--- src/rtl/host_port.sv ---
// ============================================================================
//  Module      : host_port
//  Description : Host-side microcontroller bus bridge for the text-mode VRAM.
//                Synchronises an asynchronous 8-bit strobe bus, maintains an
//                auto-incrementing VRAM pointer and turns register accesses
//                into single-cycle VRAM host-port write/read transactions.
//  Revision    : 1.0  initial release
// ============================================================================
`default_nettype none

module host_port #(
  // Supported range: 9..16 (pointer high byte covers ptr[ADDR_W-1:8]).
  parameter int ADDR_W = 13
) (
  input  logic              clk,
  input  logic              rst,
  input  logic              busNcs,
  input  logic              busNwr,
  input  logic              busNrd,
  input  logic [1:0]        busRs,
  input  logic [7:0]        busDataIn,
  output logic [7:0]        busDataOut,
  output logic              busDataOe,
  output logic [ADDR_W-1:0] hostAddr,
  output logic [7:0]        hostWrData,
  output logic              hostSelect,
  output logic              hostRd,
  input  logic [7:0]        hostRdData
);

  localparam logic [1:0] RS_ADDR_LO = 2'd0;
  localparam logic [1:0] RS_ADDR_HI = 2'd1;
  localparam logic [1:0] RS_DATA    = 2'd2;
  localparam logic [1:0] RS_STATUS  = 2'd3;

  typedef enum logic [1:0] {
    IDLE     = 2'd0,
    WRITE    = 2'd1,
    PREFETCH = 2'd2,
    CAPTURE  = 2'd3
  } state_t;

  state_t            state;
  logic [ADDR_W-1:0] ptr;
  logic [7:0]        read_latch;
  logic              overrun;
  logic              busy;

  // Strobe synchronisers and edge-detect history
  logic ncs_meta, ncs_sync;
  logic nwr_meta, nwr_sync;
  logic nrd_meta, nrd_sync;
  logic wr_prev, rd_prev;
  logic [1:0] rd_rs;       // register select captured at the start of a read
  logic rd_blocked;        // read overlapped a write strobe: write wins

  logic wr_n, rd_n;
  logic wr_evt, rd_start, rd_evt;

  logic [ADDR_W-1:0] ptr_lo_load;
  logic [ADDR_W-1:0] ptr_hi_load;
  logic [ADDR_W-1:0] ptr_inc;
  logic [7:0]        ptr_hi_byte;

  assign wr_n     = ncs_sync | nwr_sync;
  assign rd_n     = ncs_sync | nrd_sync;
  assign wr_evt   = wr_prev & ~wr_n;
  assign rd_start = rd_prev & ~rd_n;
  assign rd_evt   = ~rd_prev & rd_n & ~rd_blocked;

  assign busy      = (state != IDLE);
  assign hostAddr  = ptr;
  assign busDataOe = ~busNcs & ~busNrd & busNwr;
  assign ptr_inc   = ptr + 1'b1;

  // Pointer load values for the low/high address registers and the high byte readback
  always_comb begin
    ptr_lo_load                = ptr;
    ptr_lo_load[7:0]           = busDataIn;
    ptr_hi_load                = ptr;
    ptr_hi_load[ADDR_W-1:8]    = busDataIn[ADDR_W-9:0];
    ptr_hi_byte                = '0;
    ptr_hi_byte[ADDR_W-9:0]    = ptr[ADDR_W-1:8];
  end

  // Host read mux, driven from the live register select
  always_comb begin
    busDataOut = 8'h00;
    case (busRs)
      RS_ADDR_LO: busDataOut = ptr[7:0];
      RS_ADDR_HI: busDataOut = ptr_hi_byte;
      RS_DATA:    busDataOut = read_latch;
      RS_STATUS:  busDataOut = {6'b0, overrun, busy};
      default:    busDataOut = 8'h00;
    endcase
  end

  // Two-flop synchronisers, previous-value registers and read context capture
  always_ff @(posedge clk or posedge rst) begin
    if (rst) begin
      ncs_meta   <= 1'b1;
      ncs_sync   <= 1'b1;
      nwr_meta   <= 1'b1;
      nwr_sync   <= 1'b1;
      nrd_meta   <= 1'b1;
      nrd_sync   <= 1'b1;
      wr_prev    <= 1'b1;
      rd_prev    <= 1'b1;
      rd_rs      <= 2'd0;
      rd_blocked <= 1'b0;
    end else begin
      ncs_meta <= busNcs;
      ncs_sync <= ncs_meta;
      nwr_meta <= busNwr;
      nwr_sync <= nwr_meta;
      nrd_meta <= busNrd;
      nrd_sync <= nrd_meta;
      wr_prev  <= wr_n;
      rd_prev  <= rd_n;
      // Register select is captured while the raw strobe is still held, since
      // the read side effect only fires after the host has released the bus.
      if (rd_start) begin
        rd_rs      <= busRs;
        rd_blocked <= ~wr_n;
      end else if (~rd_n) begin
        rd_blocked <= rd_blocked | ~wr_n;
      end
    end
  end

  // Access FSM: pointer, VRAM strobes, read latch and sticky overrun
  always_ff @(posedge clk or posedge rst) begin
    if (rst) begin
      state      <= IDLE;
      ptr        <= '0;
      hostWrData <= 8'h00;
      hostSelect <= 1'b0;
      hostRd     <= 1'b1;
      read_latch <= 8'h00;
      overrun    <= 1'b0;
    end else begin
      // Events landing while busy are dropped; only a status read is honoured.
      if (busy) begin
        if (wr_evt) begin
          overrun <= 1'b1;
        end else if (rd_evt) begin
          overrun <= (rd_rs != RS_STATUS);
        end
      end

      case (state)
        IDLE: begin
          hostSelect <= 1'b0;
          hostRd     <= 1'b1;
          if (wr_evt) begin
            case (busRs)
              RS_ADDR_LO: begin
                ptr        <= ptr_lo_load;
                hostSelect <= 1'b1;
                hostRd     <= 1'b1;
                state      <= PREFETCH;
              end
              RS_ADDR_HI: begin
                ptr        <= ptr_hi_load;
                hostSelect <= 1'b1;
                hostRd     <= 1'b1;
                state      <= PREFETCH;
              end
              RS_DATA: begin
                hostWrData <= busDataIn;
                hostSelect <= 1'b1;
                hostRd     <= 1'b0;
                state      <= WRITE;
              end
              default: begin
                state <= IDLE;
              end
            endcase
          end else if (rd_evt) begin
            case (rd_rs)
              RS_DATA: begin
                ptr        <= ptr_inc;
                hostSelect <= 1'b1;
                hostRd     <= 1'b1;
                state      <= PREFETCH;
              end
              RS_STATUS: begin
                overrun <= 1'b0;
              end
              default: begin
                state <= IDLE;
              end
            endcase
          end
        end

        WRITE: begin
          // Write strobe is done this edge; advance and prefetch the next cell.
          ptr        <= ptr_inc;
          hostSelect <= 1'b1;
          hostRd     <= 1'b1;
          state      <= PREFETCH;
        end

        PREFETCH: begin
          hostSelect <= 1'b0;
          hostRd     <= 1'b1;
          state      <= CAPTURE;
        end

        CAPTURE: begin
          read_latch <= hostRdData;
          state      <= IDLE;
        end

        default: begin
          hostSelect <= 1'b0;
          hostRd     <= 1'b1;
          state      <= IDLE;
        end
      endcase
    end
  end

endmodule

`default_nettype wire

--- config.mk ---
export PLATFORM = sky130hd
export DESIGN_NAME = host_port
export DESIGN_NICKNAME = d
export VERILOG_FILES = /design/src/rtl/host_port.sv
export SDC_FILE = /design/constraint.sdc
export NUM_CORES = 1
export LEC_CHECK = 0
export CORE_MARGIN = 2
export CORE_UTILIZATION = 54
export CTS_BUF_LIST = sky130_fd_sc_hd__clkbuf_16
export CTS_CLUSTER_SIZE = 14
export DETAILED_ROUTE_END_ITERATION = 10
export PLACE_DENSITY = 0.91
export SYNTH_ARGS = -nofsm -noshare
export SYNTH_HDL_FRONTEND = slang
export SYNTH_SLANG_ARGS = --single-unit
--- constraint.sdc ---
create_clock -name clk -period 3.9 [get_ports clk]
set_input_delay 0.78 -clock clk [delete_from_list [all_inputs] [get_ports clk]]
set_output_delay 0.78 -clock clk [all_outputs]
set_load 0.05 [all_outputs]
==> flow_summary.ini, run 1 <==
[placement]
dp_slack_ns = 0.407
numPortBuffers = 54
place_area_sq_um = 2930
gp_congestion = 0.924
placedCellCount = 328
dp_hpwl_um = 4160

[yosys]
yosysUniqueCellTypes = 38
netlist_area_sq_um = 2370
yosysTopAreaCell = dfrtp_1
synthFlopType = dfrtp_1
synthCells = 231
synth.avg_cell_area_sq_um = 10.3
synth_edf_count = 0
synthTopCellsByArea = dfrtp_1, dfstp_2, mux2_2
ys_seq_area_share_pct = 48.0
synthArstFlopShare_pct = 100
yosys_register_bits = 45
synth_nets = 260
yosys_warnings = 0
yosys.area.top_type_share_pct = 38.0

[global_route]
grt_pass1_vias = 2024
grt_usage_pct = 25.6
grt_max_degree = 22
antenna_found_initial = 0
grt_pass1_wl_um = 9900
grt_overflow = 0

[cells_and_area]
layout-drive-gt1-share_pct = 16.5
stdcell_count = 336
area_growth_syn_to_layout_pct = 29.4
diodes = 0
fillCellCount = 309
design_area_sq_um = 3070
fin_nets = 312

[critical_path]
slowest_delay_ns = 0.71
crit_slowest_cell = clkdlybuf4s50_1
critPathArrivalTime_ns = 2.70
critPathKind = in2out
crit_path_end_kind = output pin
cp-start-kind = input port
worstPathCellList = clkdlybuf4s50_1, mux4_2, clkdlybuf4s50_1
path_buf_inv = 2
cp.required_ns = 3.12
cpMostUsedCell = clkdlybuf4s50_1
cp_top_family = buffers and inverters
critPathMaxFanout = 10

[drt]
viasPerCell = 6.00
vias = 2016
drtIter0Drc = 162
route.detailed.drc = 0
avgRoutedWirePerCell_um = 16.9
drt_pass1_iterations = 4
wl_um = 5670
ant_nets = 0

[timing]
maxClockFrequency_ghz = 0.287
slew_viol_final = 0
period_needed_ns = 3.48
relSlewSlack_pct = 41.8
rsz0062_at_grt = false
hold_viol = 0
worst_slack_ns = 0.421
fin_setup_tns_ns = 0
worst_slew_pin_slew_ns = 0.869
timing.final.crit_share_pct = 89.2
report.final.setup_viol = 0
finClkSkew_ns = 0.00374

[clocking]
post_cts_buffers = 0
postCtsHoldBufs = 0
root_buffer = clkbuf_16
htreeDepth = 2
cts_tree = built
cts.sinks = 45
cts_buffers = 5
clockBufferDepth = 2
clk_pin_slew_ns = 0.06
cts_resized = 0
clk_latency_ns = 0.28

[run_status]
status = finished clean

[floorplan]
core_area_sq_um = 4290
rows = 24
pin_count = 55
start_util_pct = 55.2
die_area_sq_um = 4940
die_x_um = 70.3
fp.dieH_um = 70.3

[power_and_ir_drop]
power_density_nw_per_um2 = 870
static-leakage-power_nw = 1.31
ir_drop_v = 0.000404
fin_total_pwr_w = 0.00267

[worst_hold_path]
hp-class = reg2reg

[job]
max_cap_viol_count = 0
## per-stage QoR
step                      hold slack [ns]  utilization, %
after floorplan                     0.345               -
after global placement              0.346            68.3
after detailed placement            0.347            68.3
after CTS                           0.355            71.5
after global routing                0.358            71.5
final                               0.355            71.5
## metal layers
layer | GRT usage [%] | routed length [um]
met1 | 35.4 | 2500
met2 | 39.0 | 2630
met3 | 7.07 | 450
met4 | 8.76 | 99
met5 | 0 | 0
## synthesized netlist by cell type (2+ instances only)
| library cell | n |
|---|---|
| nand2_1 | 23 |
| a31oi_1 | 14 |
| a21oi_1 | 15 |
| mux4_2 | 2 |
| nor2_1 | 17 |
| ha_1 | 6 |
| inv_1 | 7 |
| a22o_1 | 5 |
| o211ai_1 | 2 |
| nand3_1 | 12 |
| and4_1 | 2 |
| and3_1 | 2 |
| and2_1 | 2 |
| buf_6 | 2 |
| or2_2 | 2 |
| o21ai_0 | 11 |
| o31ai_1 | 2 |
| o2111ai_1 | 2 |
| nor3b_1 | 2 |
| clkbuf_1 | 7 |
| mux2i_1 | 7 |
| nor2b_1 | 3 |
| nand4_1 | 3 |
| nand2b_1 | 3 |
| buf_2 | 2 |
| dfrtp_1 | 36 |
| mux2_2 | 19 |
| buf_1 | 2 |
| a32o_1 | 2 |
| dfstp_2 | 9 |
## cell type report
class | instances | area [sq um] | area share [%]
inverter | 7 | 26.3 | 0.856
clock buffer | 5 | 125 | 4.08
multi-input combinational | 166 | 1140 | 37.2
tap | 52 | 65.1 | 2.12
timing repair buffer | 58 | 563 | 18.3
sequential | 45 | 1140 | 37.1
clock inverter | 3 | 11.3 | 0.367
## layout by cell type (no fill, tap or decap)
| cell type | n |
|---|---|
| mux4_2 | 2 |
| dfrtp_1 | 36 |
| o31ai_1 | 2 |
| buf_4 | 7 |
| nor2b_1 | 3 |
| nand3_1 | 12 |
| or3_1 | 1 |
| clkinv_1 | 1 |
| o2111ai_1 | 2 |
| mux2i_1 | 7 |
| o211ai_1 | 2 |
| or2_2 | 2 |
| and4_1 | 2 |
| o41ai_1 | 1 |
| a31oi_1 | 14 |
| clkbuf_16 | 5 |
| clkdlybuf4s50_1 | 51 |
| a22o_1 | 5 |
| nand2_1 | 23 |
| o221ai_1 | 1 |
| dfstp_2 | 9 |
| and2_1 | 2 |
| o21ai_0 | 11 |
| nand2_2 | 1 |
| a41o_1 | 1 |
| inv_1 | 9 |
| mux2_2 | 19 |
| a21oi_1 | 15 |
| nor3b_1 | 2 |
| or3b_1 | 1 |
| o211ai_2 | 1 |
| ha_1 | 6 |
| nand2b_1 | 3 |
| or4b_2 | 1 |
| nand4_1 | 3 |
| and3_1 | 2 |
| a32o_1 | 2 |
| nor2_1 | 17 |
## path summary, 6_finish.rpt
kind | cells after the start | end | startpoint | slack (ns)
worst max register to register | 4 | hostAddr[11]$_DFFE_PP0P_ | wr_prev$_DFF_PP1_ | 1.59
worst max-delay path | 3 | busDataOut[0] | busRs[1] | 0.42
max in group asynchronous | 3 | hostRd$_DFFE_PP1P_ | rst | 2.21
worst min register to register | 0 | nrd_sync$_DFF_PP1_ | nrd_meta$_DFF_PP1_ | 0.36
worst min-delay path | 0 | nrd_sync$_DFF_PP1_ | nrd_meta$_DFF_PP1_ | 0.36
min in group asynchronous | 2 | rd_blocked$_DFFE_PP0P_ | rst | 0.94
## power by group
group	leakage (nW)	total [W]	internal, W	switching (W)
registers	0.530	0.000836	0.000648	0.000188
clock network	0.0738	0.000394	0.000230	0.000164
logic	0.708	0.00144	0.000536	0.000903
total	1.31	0.00267	0.00141	0.00126
## cell families (layout without fill, tap and decap cells)
family                     count (synthesis)  in the layout  share of synthesized area (%)
and+or+nand+nor                           75             75                           15.5
AOI/OAI and AO/OA                         57             57                           15.6
DFF                                       45             45                           48.0
muxes                                     28             28                           13.9
buffers and inverters                     20             73                           3.91
adders and majority gates                  6              6                           3.17
## sequential cells by signal, summed over array words and instances (netlist names)
name	count
nrd_meta	1
hostAddr	13
state	2
rd_rs	2
overrun	1
hostRd	1
nwr_sync	1
rd_prev	1
nwr_meta	1
ncs_sync	1
rd_blocked	1
ncs_meta	1
hostWrData	8
nrd_sync	1
wr_prev	1
hostSelect	1
read_latch	8
No activity file was read; power rests on OpenSTA's default activity.
==> inputs of run 2 (changes only) <==
==> config.mk (replaced) <==
export PLATFORM = sky130hd
export DESIGN_NAME = host_port
export DESIGN_NICKNAME = d
export VERILOG_FILES = /design/src/rtl/host_port.sv
export SDC_FILE = /design/constraint.sdc
export NUM_CORES = 1
export LEC_CHECK = 0
export CORE_MARGIN = 3
export CORE_UTILIZATION = 67
export CTS_BUF_LIST = sky130_fd_sc_hd__clkbuf_16
export CTS_CLUSTER_SIZE = 14
export DETAILED_ROUTE_END_ITERATION = 10
export DONT_BUFFER_PORTS = 1
export PLACE_DENSITY = 0.89
export SYNTH_ARGS = -nofsm -noshare
export SYNTH_HDL_FRONTEND = slang
export SYNTH_SLANG_ARGS = --single-unit
==> flow_summary.ini, run 2 (synthesis results as in run 1) <==
[critical_path]
r2r_end = hostAddr[12]$_DFFE_PP0P_
regToRegSetupSlack_ns = 1.49
crit_slowest_cell = dfrtp_1
path_depth = 2
critPathKind = reg2out
r2r_cells = 7
path_buf_inv = 0
cp_top_family = flip-flops
cp-startpoint = hostAddr[2]$_DFFE_PP0P_
worstSetupEndpoint = busDataOut[2]
crit_path_end_kind = output pin
critPathMaxFanout = 9
timing.rr.start = state[1]$_DFFE_PP0P_
cp-start-kind = flip-flop
critPathArrivalTime_ns = 2.06
slowest_delay_ns = 0.79
cp.required_ns = 3.12
worstPathCellList = mux2i_1, o21ai_1

[drt]
avgRoutedWirePerCell_um = 21.9
vias = 1912
route.detailed.drc = 0
drt_pass1_iterations = 5
wl_um = 5930
drtIter0Drc = 178
viasPerCell = 7.06
ant_nets = 0

[floorplan]
die_x_um = 65.5
rows = 20
fp.dieH_um = 65.5
pin_count = 55
core_area_sq_um = 3200
die_area_sq_um = 4290
start_util_pct = 74.0

[power_and_ir_drop]
p_sw_share_pct = 49.2
p_sw_w = 0.00126
p_clk_share_pct = 21.1
p_int_w = 0.00130
combPwrFrac_pct = 30.4
static-leakage-power_nw = 1.11
power_density_nw_per_um2 = 1000
ir_drop_v = 0.000623
seqPwrFrac_pct = 48.5
fin_total_pwr_w = 0.00257

[job]
max_cap_viol_count = 0

[clocking]
cts.sinks = 45
cts_buffers = 5
clockBufferDepth = 2
postCtsHoldBufs = 0
root_buffer = clkbuf_16
htreeDepth = 2
clk_latency_ns = 0.29
cts_tree = built
clk_pin_slew_ns = 0.06
post_cts_buffers = 0
cts_resized = 0

[placement]
numPortBuffers = 0
dp_slack_ns = 1.39
dp_hpwl_um = 4070
gp_congestion = 0.922

[run_status]
status = finished clean

[timing]
relSlewSlack_pct = 34.6
hold_viol = 0
period_needed_ns = 2.84
finClkSkew_ns = 0.00574
report.final.setup_viol = 0
whs_ns = 0.357
timing.final.crit_share_pct = 72.9
worst_slack_ns = 1.06
worst_slew_pin_slew_ns = 0.974
fin_setup_tns_ns = 0
maxClockFrequency_ghz = 0.352
rsz0062_at_grt = false
slew_viol_final = 0

[global_route]
grt_usage_pct = 30.0
grt_pass1_vias = 1911
grt_pass1_wl_um = 9610
grt_overflow = 0
antenna_found_initial = 0
grt_max_degree = 46

[worst_hold_path]
hp-class = reg2reg

[cells_and_area]
fin_util_pct = 80.0
area_growth_syn_to_layout_pct = 8.07
mostFrequentLayoutCells = dfrtp_1, nand2_1, mux2_2
final_common_cell = dfrtp_1
largest_reg_flops = 13
layout-drive-gt1-share_pct = 19.8
diodes = 0
fin_nets = 255
-- run 2: layer usage --
metal | vias up | routed length [um] | global-route usage (%)
met3 | 19 | 702 | 10.1
li1 | 836 | - | -
met2 | 159 | 2760 | 46.1
met1 | 898 | 2300 | 38.1
met5 | - | 0 | 0
met4 | 0 | 174 | 14.5
-- run 2: area by class of cell --
cell class / count / area [sq um]
multi-input cells: 166 / 1150
flip-flops and latches: 45 / 1140
fillers: 213 / 641
clock buffers: 5 / 125
clock inverters: 3 / 65.1
well taps: 44 / 55.1
inverters: 7 / 26.3
repair buffers: 1 / 7.51
-- run 2: through the flow --
| stage | std cells | area (sq um) |
|---|---|---|
| detailed placement | 263 | 2370 |
| CTS | 271 | 2560 |
| floorplan | 231 | 2370 |
| global placement | 263 | 2370 |
| global route | 271 | 2560 |
| finish | 271 | 2560 |
-- run 2: worst min-delay path by stage --
stage	from	end	slack, ns	depth (start not counted)
floorplan	ncs_meta$_DFF_PP1_	ncs_sync$_DFF_PP1_	0.35	0
global placement	nwr_meta$_DFF_PP1_	nwr_sync$_DFF_PP1_	0.35	0
detailed placement	ncs_meta$_DFF_PP1_	ncs_sync$_DFF_PP1_	0.35	0
CTS	ncs_meta$_DFF_PP1_	ncs_sync$_DFF_PP1_	0.36	0
global route	ncs_meta$_DFF_PP1_	ncs_sync$_DFF_PP1_	0.37	0
finish	ncs_meta$_DFF_PP1_	ncs_sync$_DFF_PP1_	0.36	0
-- run 2: worst reg2reg max path: stages, from the launching register on --
cell	delay, ns
dfrtp_1	0.41
inv_1	0.10
ha_1	0.24
or4b_2	0.92
nor2_1	0.27
nand2_1	0.11
o31ai_1	0.09
a22o_1	0.19
-- run 2: power groups by stage --
stage	Combinational [W]	Clock [W]	Sequential (W)
after floorplan	0.000677	0	0.00116
after global placement	0.000726	0	0.00122
after detailed placement	0.000763	0	0.00124
after CTS	0.000771	0.000541	0.00123
after global routing	0.000846	0.000562	0.00126
final	0.000780	0.000542	0.00124
